[config.mk]
export PLATFORM = sky130hd
export DESIGN_NAME = matrix_row_scan_ctrl
export DESIGN_NICKNAME = d
export VERILOG_FILES = /design/src/rtl/matrix_row_scan_ctrl.sv
export SDC_FILE = /design/constraint.sdc
export NUM_CORES = 1
export LEC_CHECK = 0
export BUFFER_PORTS_ARGS = -buffer_cell sky130_fd_sc_hd__buf_2
export CAP_MARGIN = 10
export CORE_AREA = 2 2 75 77
export CTS_CLUSTER_DIAMETER = 200
export DETAILED_ROUTE_END_ITERATION = 7
export DIE_AREA = 0 0 77 79
export PLACE_DENSITY = 0.5
export SLEW_MARGIN = 20
export SYNTH_ARGS = -nofsm -noshare
export SYNTH_HDL_FRONTEND = slang
export SYNTH_SLANG_ARGS = --single-unit
[constraint.sdc]
create_clock -name ROWSCAN_CLOCK_50 -period 2.35 [get_ports ROWSCAN_CLOCK_50]
set_input_delay 0.47 -clock ROWSCAN_CLOCK_50 [delete_from_list [all_inputs] [get_ports ROWSCAN_CLOCK_50]]
set_output_delay 0.47 -clock ROWSCAN_CLOCK_50 [all_outputs]
set_load 0.01 [all_outputs]
[src/rtl/matrix_row_scan_ctrl.sv]
// Row-scan sequencer for an 8x8 LED matrix: fetch a row pattern, light it for a dwell time, blank, advance.
// Optional PWM dimming is compiled in with `define ROWSCAN_DIMMING_EN (adds ROWSCAN_Brightness_In).
module matrix_row_scan_ctrl #(
    parameter int DATAWIDTH_SELECTOR = 3,
    parameter int DATAWIDTH_DATA     = 8,
    parameter int DWELL_CYCLES       = 1000,
    parameter int BLANK_CYCLES       = 4,
    parameter int CNT_WIDTH          = 16
) (
    input  logic                          ROWSCAN_CLOCK_50,
    input  logic                          ROWSCAN_RESET_InHigh,
    input  logic                          ROWSCAN_Enable_In,
    output logic                          ROWSCAN_RdReq_Out,
    output logic [DATAWIDTH_SELECTOR-1:0] ROWSCAN_RdAddr_Out,
    input  logic [DATAWIDTH_DATA-1:0]     ROWSCAN_RdData_In,
    input  logic                          ROWSCAN_RdValid_In,
`ifdef ROWSCAN_DIMMING_EN
    input  logic [2:0]                    ROWSCAN_Brightness_In,
`endif
    output logic [DATAWIDTH_SELECTOR-1:0] ROWSCAN_RowSelect_Out,
    output logic                          ROWSCAN_RowEnable_Out,
    output logic [DATAWIDTH_DATA-1:0]     ROWSCAN_ColData_Out,
    output logic                          ROWSCAN_FrameDone_Out,
    output logic                          ROWSCAN_Busy_Out
);

    typedef enum logic [1:0] {S_IDLE, S_FETCH, S_DISPLAY, S_BLANK} state_t;

    localparam logic [CNT_WIDTH-1:0] DWELL_LAST = CNT_WIDTH'(DWELL_CYCLES - 1);
    localparam logic [CNT_WIDTH-1:0] BLANK_LAST = CNT_WIDTH'(BLANK_CYCLES - 1);

    state_t                          state_q, state_d;
    logic [DATAWIDTH_SELECTOR-1:0]   row_q, row_d;
    logic [CNT_WIDTH-1:0]            cnt_q, cnt_d;
    logic [DATAWIDTH_DATA-1:0]       data_q, data_d;

    logic                            rdreq_q, rdreq_d;
    logic                            rowen_q, rowen_d;
    logic [DATAWIDTH_DATA-1:0]       coldata_q, coldata_d;
    logic                            framedone_q, framedone_d;
    logic                            busy_q, busy_d;
    logic                            show_d;
    logic                            blank_last;

`ifdef ROWSCAN_DIMMING_EN
    logic [2:0]                      phase_q, phase_d;
`endif

    assign blank_last = (state_q == S_BLANK) && (cnt_q == BLANK_LAST);

    always_ff @(posedge ROWSCAN_CLOCK_50) begin
        if (ROWSCAN_RESET_InHigh) begin
            state_q     <= S_IDLE;
            row_q       <= '0;
            cnt_q       <= '0;
            data_q      <= '0;
            rdreq_q     <= 1'b0;
            rowen_q     <= 1'b0;
            coldata_q   <= '0;
            framedone_q <= 1'b0;
            busy_q      <= 1'b0;
`ifdef ROWSCAN_DIMMING_EN
            phase_q     <= '0;
`endif
        end else begin
            state_q     <= state_d;
            row_q       <= row_d;
            cnt_q       <= cnt_d;
            data_q      <= data_d;
            rdreq_q     <= rdreq_d;
            rowen_q     <= rowen_d;
            coldata_q   <= coldata_d;
            framedone_q <= framedone_d;
            busy_q      <= busy_d;
`ifdef ROWSCAN_DIMMING_EN
            phase_q     <= phase_d;
`endif
        end
    end

    // Enable is only looked at in IDLE and on the last BLANK cycle, so a started row always completes.
    always_comb begin
        state_d = state_q;
        row_d   = row_q;
        cnt_d   = cnt_q;
        data_d  = data_q;
`ifdef ROWSCAN_DIMMING_EN
        phase_d = phase_q;
`endif
        case (state_q)
            S_IDLE: begin
                if (ROWSCAN_Enable_In) begin
                    state_d = S_FETCH;
                end
            end
            S_FETCH: begin
                if (rdreq_q && ROWSCAN_RdValid_In) begin
                    data_d  = ROWSCAN_RdData_In;
                    cnt_d   = '0;
                    state_d = S_DISPLAY;
`ifdef ROWSCAN_DIMMING_EN
                    phase_d = '0;
`endif
                end
            end
            S_DISPLAY: begin
`ifdef ROWSCAN_DIMMING_EN
                phase_d = phase_q + 3'd1;
`endif
                if (cnt_q == DWELL_LAST) begin
                    cnt_d   = '0;
                    state_d = S_BLANK;
                end else begin
                    cnt_d = cnt_q + CNT_WIDTH'(1);
                end
            end
            S_BLANK: begin
                if (blank_last) begin
                    cnt_d   = '0;
                    row_d   = row_q + 1'b1;
                    state_d = ROWSCAN_Enable_In ? S_FETCH : S_IDLE;
                end else begin
                    cnt_d = cnt_q + CNT_WIDTH'(1);
                end
            end
            default: state_d = S_IDLE;
        endcase
    end

    // Outputs are decoded from the next state and registered, so they line up with the state register.
    always_comb begin
        rdreq_d     = (state_d == S_FETCH);
        rowen_d     = (state_d == S_DISPLAY);
        busy_d      = (state_d != S_IDLE);
        framedone_d = blank_last && (row_q == '1);
`ifdef ROWSCAN_DIMMING_EN
        show_d      = rowen_d && (phase_d <= ROWSCAN_Brightness_In);
`else
        show_d      = rowen_d;
`endif
    end

    for (genvar gi = 0; gi < DATAWIDTH_DATA; gi++) begin : g_col
        assign coldata_d[gi] = data_d[gi] & show_d;
    end

    assign ROWSCAN_RdReq_Out     = rdreq_q;
    assign ROWSCAN_RdAddr_Out    = row_q;
    assign ROWSCAN_RowSelect_Out = row_q;
    assign ROWSCAN_RowEnable_Out = rowen_q;
    assign ROWSCAN_ColData_Out   = coldata_q;
    assign ROWSCAN_FrameDone_Out = framedone_q;
    assign ROWSCAN_Busy_Out      = busy_q;

endmodule

# --- After elaboration in Yosys (flattened, before gate mapping) ---
# Index checks and enable logic that the tools add are counted.
op_classes:
  n_addsub: 2
  n_mul: 0
  n_div: 0
  magnitude_cmp: 0
  eq_ne: 9
  shifts: 0
  mux: 12
  n_bitwise: 8
  n_reduce_logical: 8
op_table:
  columns: ["cell", "count"]
  rows:
  - ["two-way mux 16 bit", 3]
  - ["one-hot mux 16 bit (3 select lines)", 1]
  - ["adder 16 x 1 -> 16 bit, second input constant", 1]
  - ["equality test 16 x 10 -> 1 bit, second input constant", 1]
  - ["equality test 16 x 2 -> 1 bit, second input constant", 1]
  - ["two-way mux 8 bit", 2]
  - ["bitwise AND 1 bit", 8]
  - ["two-way mux 2 bit", 4]
  - ["one-hot mux 2 bit (4 select lines)", 1]
  - ["equality test 2 bit, second input constant", 3]
  - ["equality test 2 x 1 -> 1 bit, second input constant", 2]
  - ["AND reduction 2 bit", 2]
  - ["adder 3 x 1 -> 3 bit, second input constant", 1]
  - ["equality test 3 bit, second input constant", 1]
  - ["logical AND 1 bit", 3]
  - ["nonzero test 3 bit", 1]
  - ["zero test 2 bit", 1]
  - ["inequality test 2 bit, second input constant", 1]
  - ["nonzero test 2 bit", 1]
  - ["two-way mux 1 bit", 1]
totals:
  regBits: 41
  latchBits: 0
  mem_bits_rw: 0
  romBits: 0
  input_bits: 12
  elab_cells: 48
  mem_count: 0

# --- Logic depth before layout (Yosys ltp) ---
logic_depth:
  ltp_word: 6
  depth_mapped: 7
  mapped_depth_nobuf: 6

# --- Least setup slack after synthesis ---
# OpenSTA, ideal clock, no wires.
synth_path:
  path_type: "register -> register"
  startpoint: "register cnt_q[0]"
  endpoint: "register busy_q (netlist: ROWSCAN_Busy_Out)"
  setup_time_ns: 0.120
  arrival_time_ns: 1.932
  setup_slack_ns: 0.298
  stages_incl_launch_ff: 8
  path_buffers: 1
  synth_period_minus_slack_ns: 2.052
  path_cell_list: "dfxtp_1 > ha_1 > or4b_1 > nor4_4 > and2b_1 > buf_6 > nor3_2 > or2_1"
synth_between:
  elab_chain_cells: 5
  elab_cells_between_ends: 7
synth_rtl:
  columns: ["element", "line_no", "rtl"]
  rows:
  - ["from (decl)", "34", "logic [CNT_WIDTH-1:0] cnt_q, cnt_d;"]
  - ["from (signal assigned)", "68", "cnt_q <= cnt_d;"]
  - ["equality test 16 x 2 -> 1 bit", "49", "assign blank_last = (state_q == S_BLANK) && (cnt_q == BLANK_LAST);"]
  - ["logical AND 1 bit", "49", null]
  - ["two-way mux 2 bit", "118", "if (blank_last) begin"]
  - ["one-hot mux 2 bit (4 select lines) *", "90", "case (state_q)"]
  - ["nonzero test 2 bit *", "134", "busy_d = (state_d != S_IDLE);"]
  - ["to (signal assigned)", "74", "busy_q <= busy_d;"]
  - ["to (decl)", "41", "logic busy_q, busy_d;"]
# Every way passes the cells marked *; elsewhere a longest branch is shown, timed or not.
# A chain may end at the register's enable or synchronous reset.

# --- Worst setup path in the final report ---
# Ends and elaborated chain as after synthesis.

==> impl_metrics.toml <==
[layout]
drive_gt1_share_pct = 23.6
n_antenna_cell = 0
layout_common_cells = "dfxtp_1, buf_2, nand2_1"
area.growth.synth_to_final_pct = 14.6
layout_commonest_cell = "dfxtp_1"
fillers = 596
nets = 239

[drt]
vias = 1359
drc = 0
drtPass1Iterations = 4
drtIter0Drc = 72
vias_per_cell = 4.58
avgRoutedWirePerCell_um = 11.6
wl_um = 3440
drtAntennaViolNets = 0

[die]
dieHeight_um = 79
fp.dieW_um = 77
rows = 27
start_util_pct = 33.3
io_pins = 30
core_mm2 = 0.00534
die-area_mm2 = 0.00608

[clock_network]
clock-sinks = 41
ctsHoldBuffers = 0
postCtsSetupRepairBufs = 0
cts.path.max_buffers = 2
tritoncts = "built"
insertion_delay_ns = 0.29
cts_resized = 0
cts-root-buf = "clkbuf_8"
clkTransAtPathRegs_ns = 0.08
numCtsBuffers = 5
htreeDepth = 2

[critical_path]
endpoint_kind = "flip-flop"
max_stage_delay_ns = 0.49
slowest_stage = "or4b_1"
cp.required_ns = 2.54
critPathKind = "reg -> reg"
arrival_ns = 2.36
crit_cells = 6
cp_cell_sequence = "ha_1, or4b_1, nor4_4, and2b_1, nor3_2, or2_1"
worst-path-buf-inv = 0
startpoint_type = "flip-flop"
cp_max_fo = 7
r2r-end = "ROWSCAN_Busy_Out"
rr_worst_depth = 6
r2r-start = "cnt_q[0]"
ff2ff_setup_slack_ns = 0.18
crit_start = "cnt_q[0]"
cp_top_family = "simple AND/OR/NAND/NOR gates"

[yosys]
synth.net_count = 209
synth_area_leaders = "dfxtp_1, nand2_1, nor2_1, xnor2_1, a21oi_1"
ys_seq_area_share_pct = 46.1
ys_types = 41
synth_area_mm2 = 0.00178
ys_warn_count = 0
syn_area_per_cell_um2 = 9.17
ys_async_sr_fraction_pct = 0
synth_top_area_cell = "dfxtp_1"
synth_edf_count = 0
ys_seq_elements = 41
synthCells = 194
synth_top_area_share_pct = 46.1
synthFlopType = "dfxtp_1"

[grt]
grt_overflow = 0
grtUsageMet1_pct = 16.3
first_global_vias = 1266
top_usage_layer = "met2"
grt_pass1_wl_um = 5890
grt_max_degree = 18
grt.total_usage_pct = 12.3
antenna_found_initial = 0
grt_use_met3_pct = 4.09
gr-usage-met2_pct = 18.5

[run_status]
status = "completed"

[sta]
setup_violations = 0
slew_headroom_pct = 61.6
worst_pin_slew_ns = 0.573
finalHoldViolCount = 0
setup_tns_ns = 0
finalCritPeriodShare_pct = 92.5
fmax_mhz = 460
rsz0062_at_grt = "false"
fin_worst_skew_ns = 0.00509
period_needed_ns = 2.17
drv_slew = 0

[power_and_ir_drop]
powerDensity_mw_per_mm2 = 605
leakage_nw = 0.788
fin_total_pwr_mw = 1.23
ir_worst_vdd_uv = 299

[hold_path]
min_from = "ROWSCAN_RdData_In[6]"
min_path_cells = 3
min_path_type = "in -> reg"
hold_path_end = "data_q[6]"

[placed_design]
port_buffers = 29
gp_congestion = 0.757
detailed_place_hpwl_um = 2510

[run]
cap_viol_max_count = 0
==> logic make-up after synthesis <==
family | after synthesis | synth area share [%]
AND/OR/NAND/NOR | 99 | 29.7
flip-flops | 41 | 46.1
AO/OA/AOI/OAI | 25 | 9.49
buffers and inverters | 13 | 6.05
XOR/XNOR | 11 | 5.42
adder cells (fa/ha/maj) | 3 | 2.11
multiplexers | 2 | 1.13
==> tightest hold or removal path, stage by stage <==
cell	delay (ns)
buf_2	0.09
nand2_1	0.05
a21oi_1	0.06
==> through the flow <==
step           util, %  cells  hold WS (ns)  worst slack [ns]  cell area [µm²]
2_1_floorplan        -    194         0.429             0.298             1780
3_3_place_gp      36.6    289         0.447             0.220             1950
3_5_place_dp      36.6    289         0.446             0.180             1950
4_1_cts           38.2    297         0.414             0.164             2040
5_1_grt           38.2    297         0.431            0.0452             2040
6_report          38.2    297         0.426             0.176             2040
==> routing by layer <==
| layer | wire, µm | share of wire, % |
|---|---|---|
| met1 | 1740 | 51 |
| met2 | 1490 | 43 |
| met3 | 172 | 5.0 |
| met4 | 40 | 1.2 |
| met5 | 0 | 0 |
==> worst max-delay path by stage <==
stage | end | slack [ns]
4_1_cts | ROWSCAN_Busy_Out | 0.16
2_1_floorplan | ROWSCAN_Busy_Out | 0.30
3_3_place_gp | ROWSCAN_Busy_Out | 0.22
5_1_grt | ROWSCAN_Busy_Out | 0.05
3_5_place_dp | ROWSCAN_Busy_Out | 0.18
6_report | ROWSCAN_Busy_Out | 0.18
==> area by class of cell <==
cell class              count  area, µm²  area share [%]
multi-input cells         140        851            41.7
flip-flops and latches     41        821            40.3
repair buffers             34        183            8.96
well taps                  72       90.1            4.42
clock buffers               5       68.8            3.38
clock inverters             3       17.5           0.859
inverters                   2       7.51           0.368
==> state kept, by name (all words and copies together) (netlist names) <==
signal and cells:
cnt_q 16, ROWSCAN_ColData_Out 8, data_q 8, ROWSCAN_RdAddr_Out 3, state_q 2, ROWSCAN_Busy_Out 1
ROWSCAN_FrameDone_Out 1, ROWSCAN_RdReq_Out 1, ROWSCAN_RowEnable_Out 1
==> cell usage after synthesis (all sizes together) (4+ instances only) <==
cell,count
buf,8
a31oi,4
nand3,8
a21oi,12
and2,8
xnor2,9
nand2,28
nor3,5
dfxtp,41
or4,4
nor2,27
==> power by group <==
| part | switching [mW] | internal (mW) |
|---|---|---|
| Clock | 0.247 | 0.205 |
| Combinational | 0.0402 | 0.0272 |
| Sequential | 0.00837 | 0.705 |
Note: power is estimated with default switching activity, not from simulation.
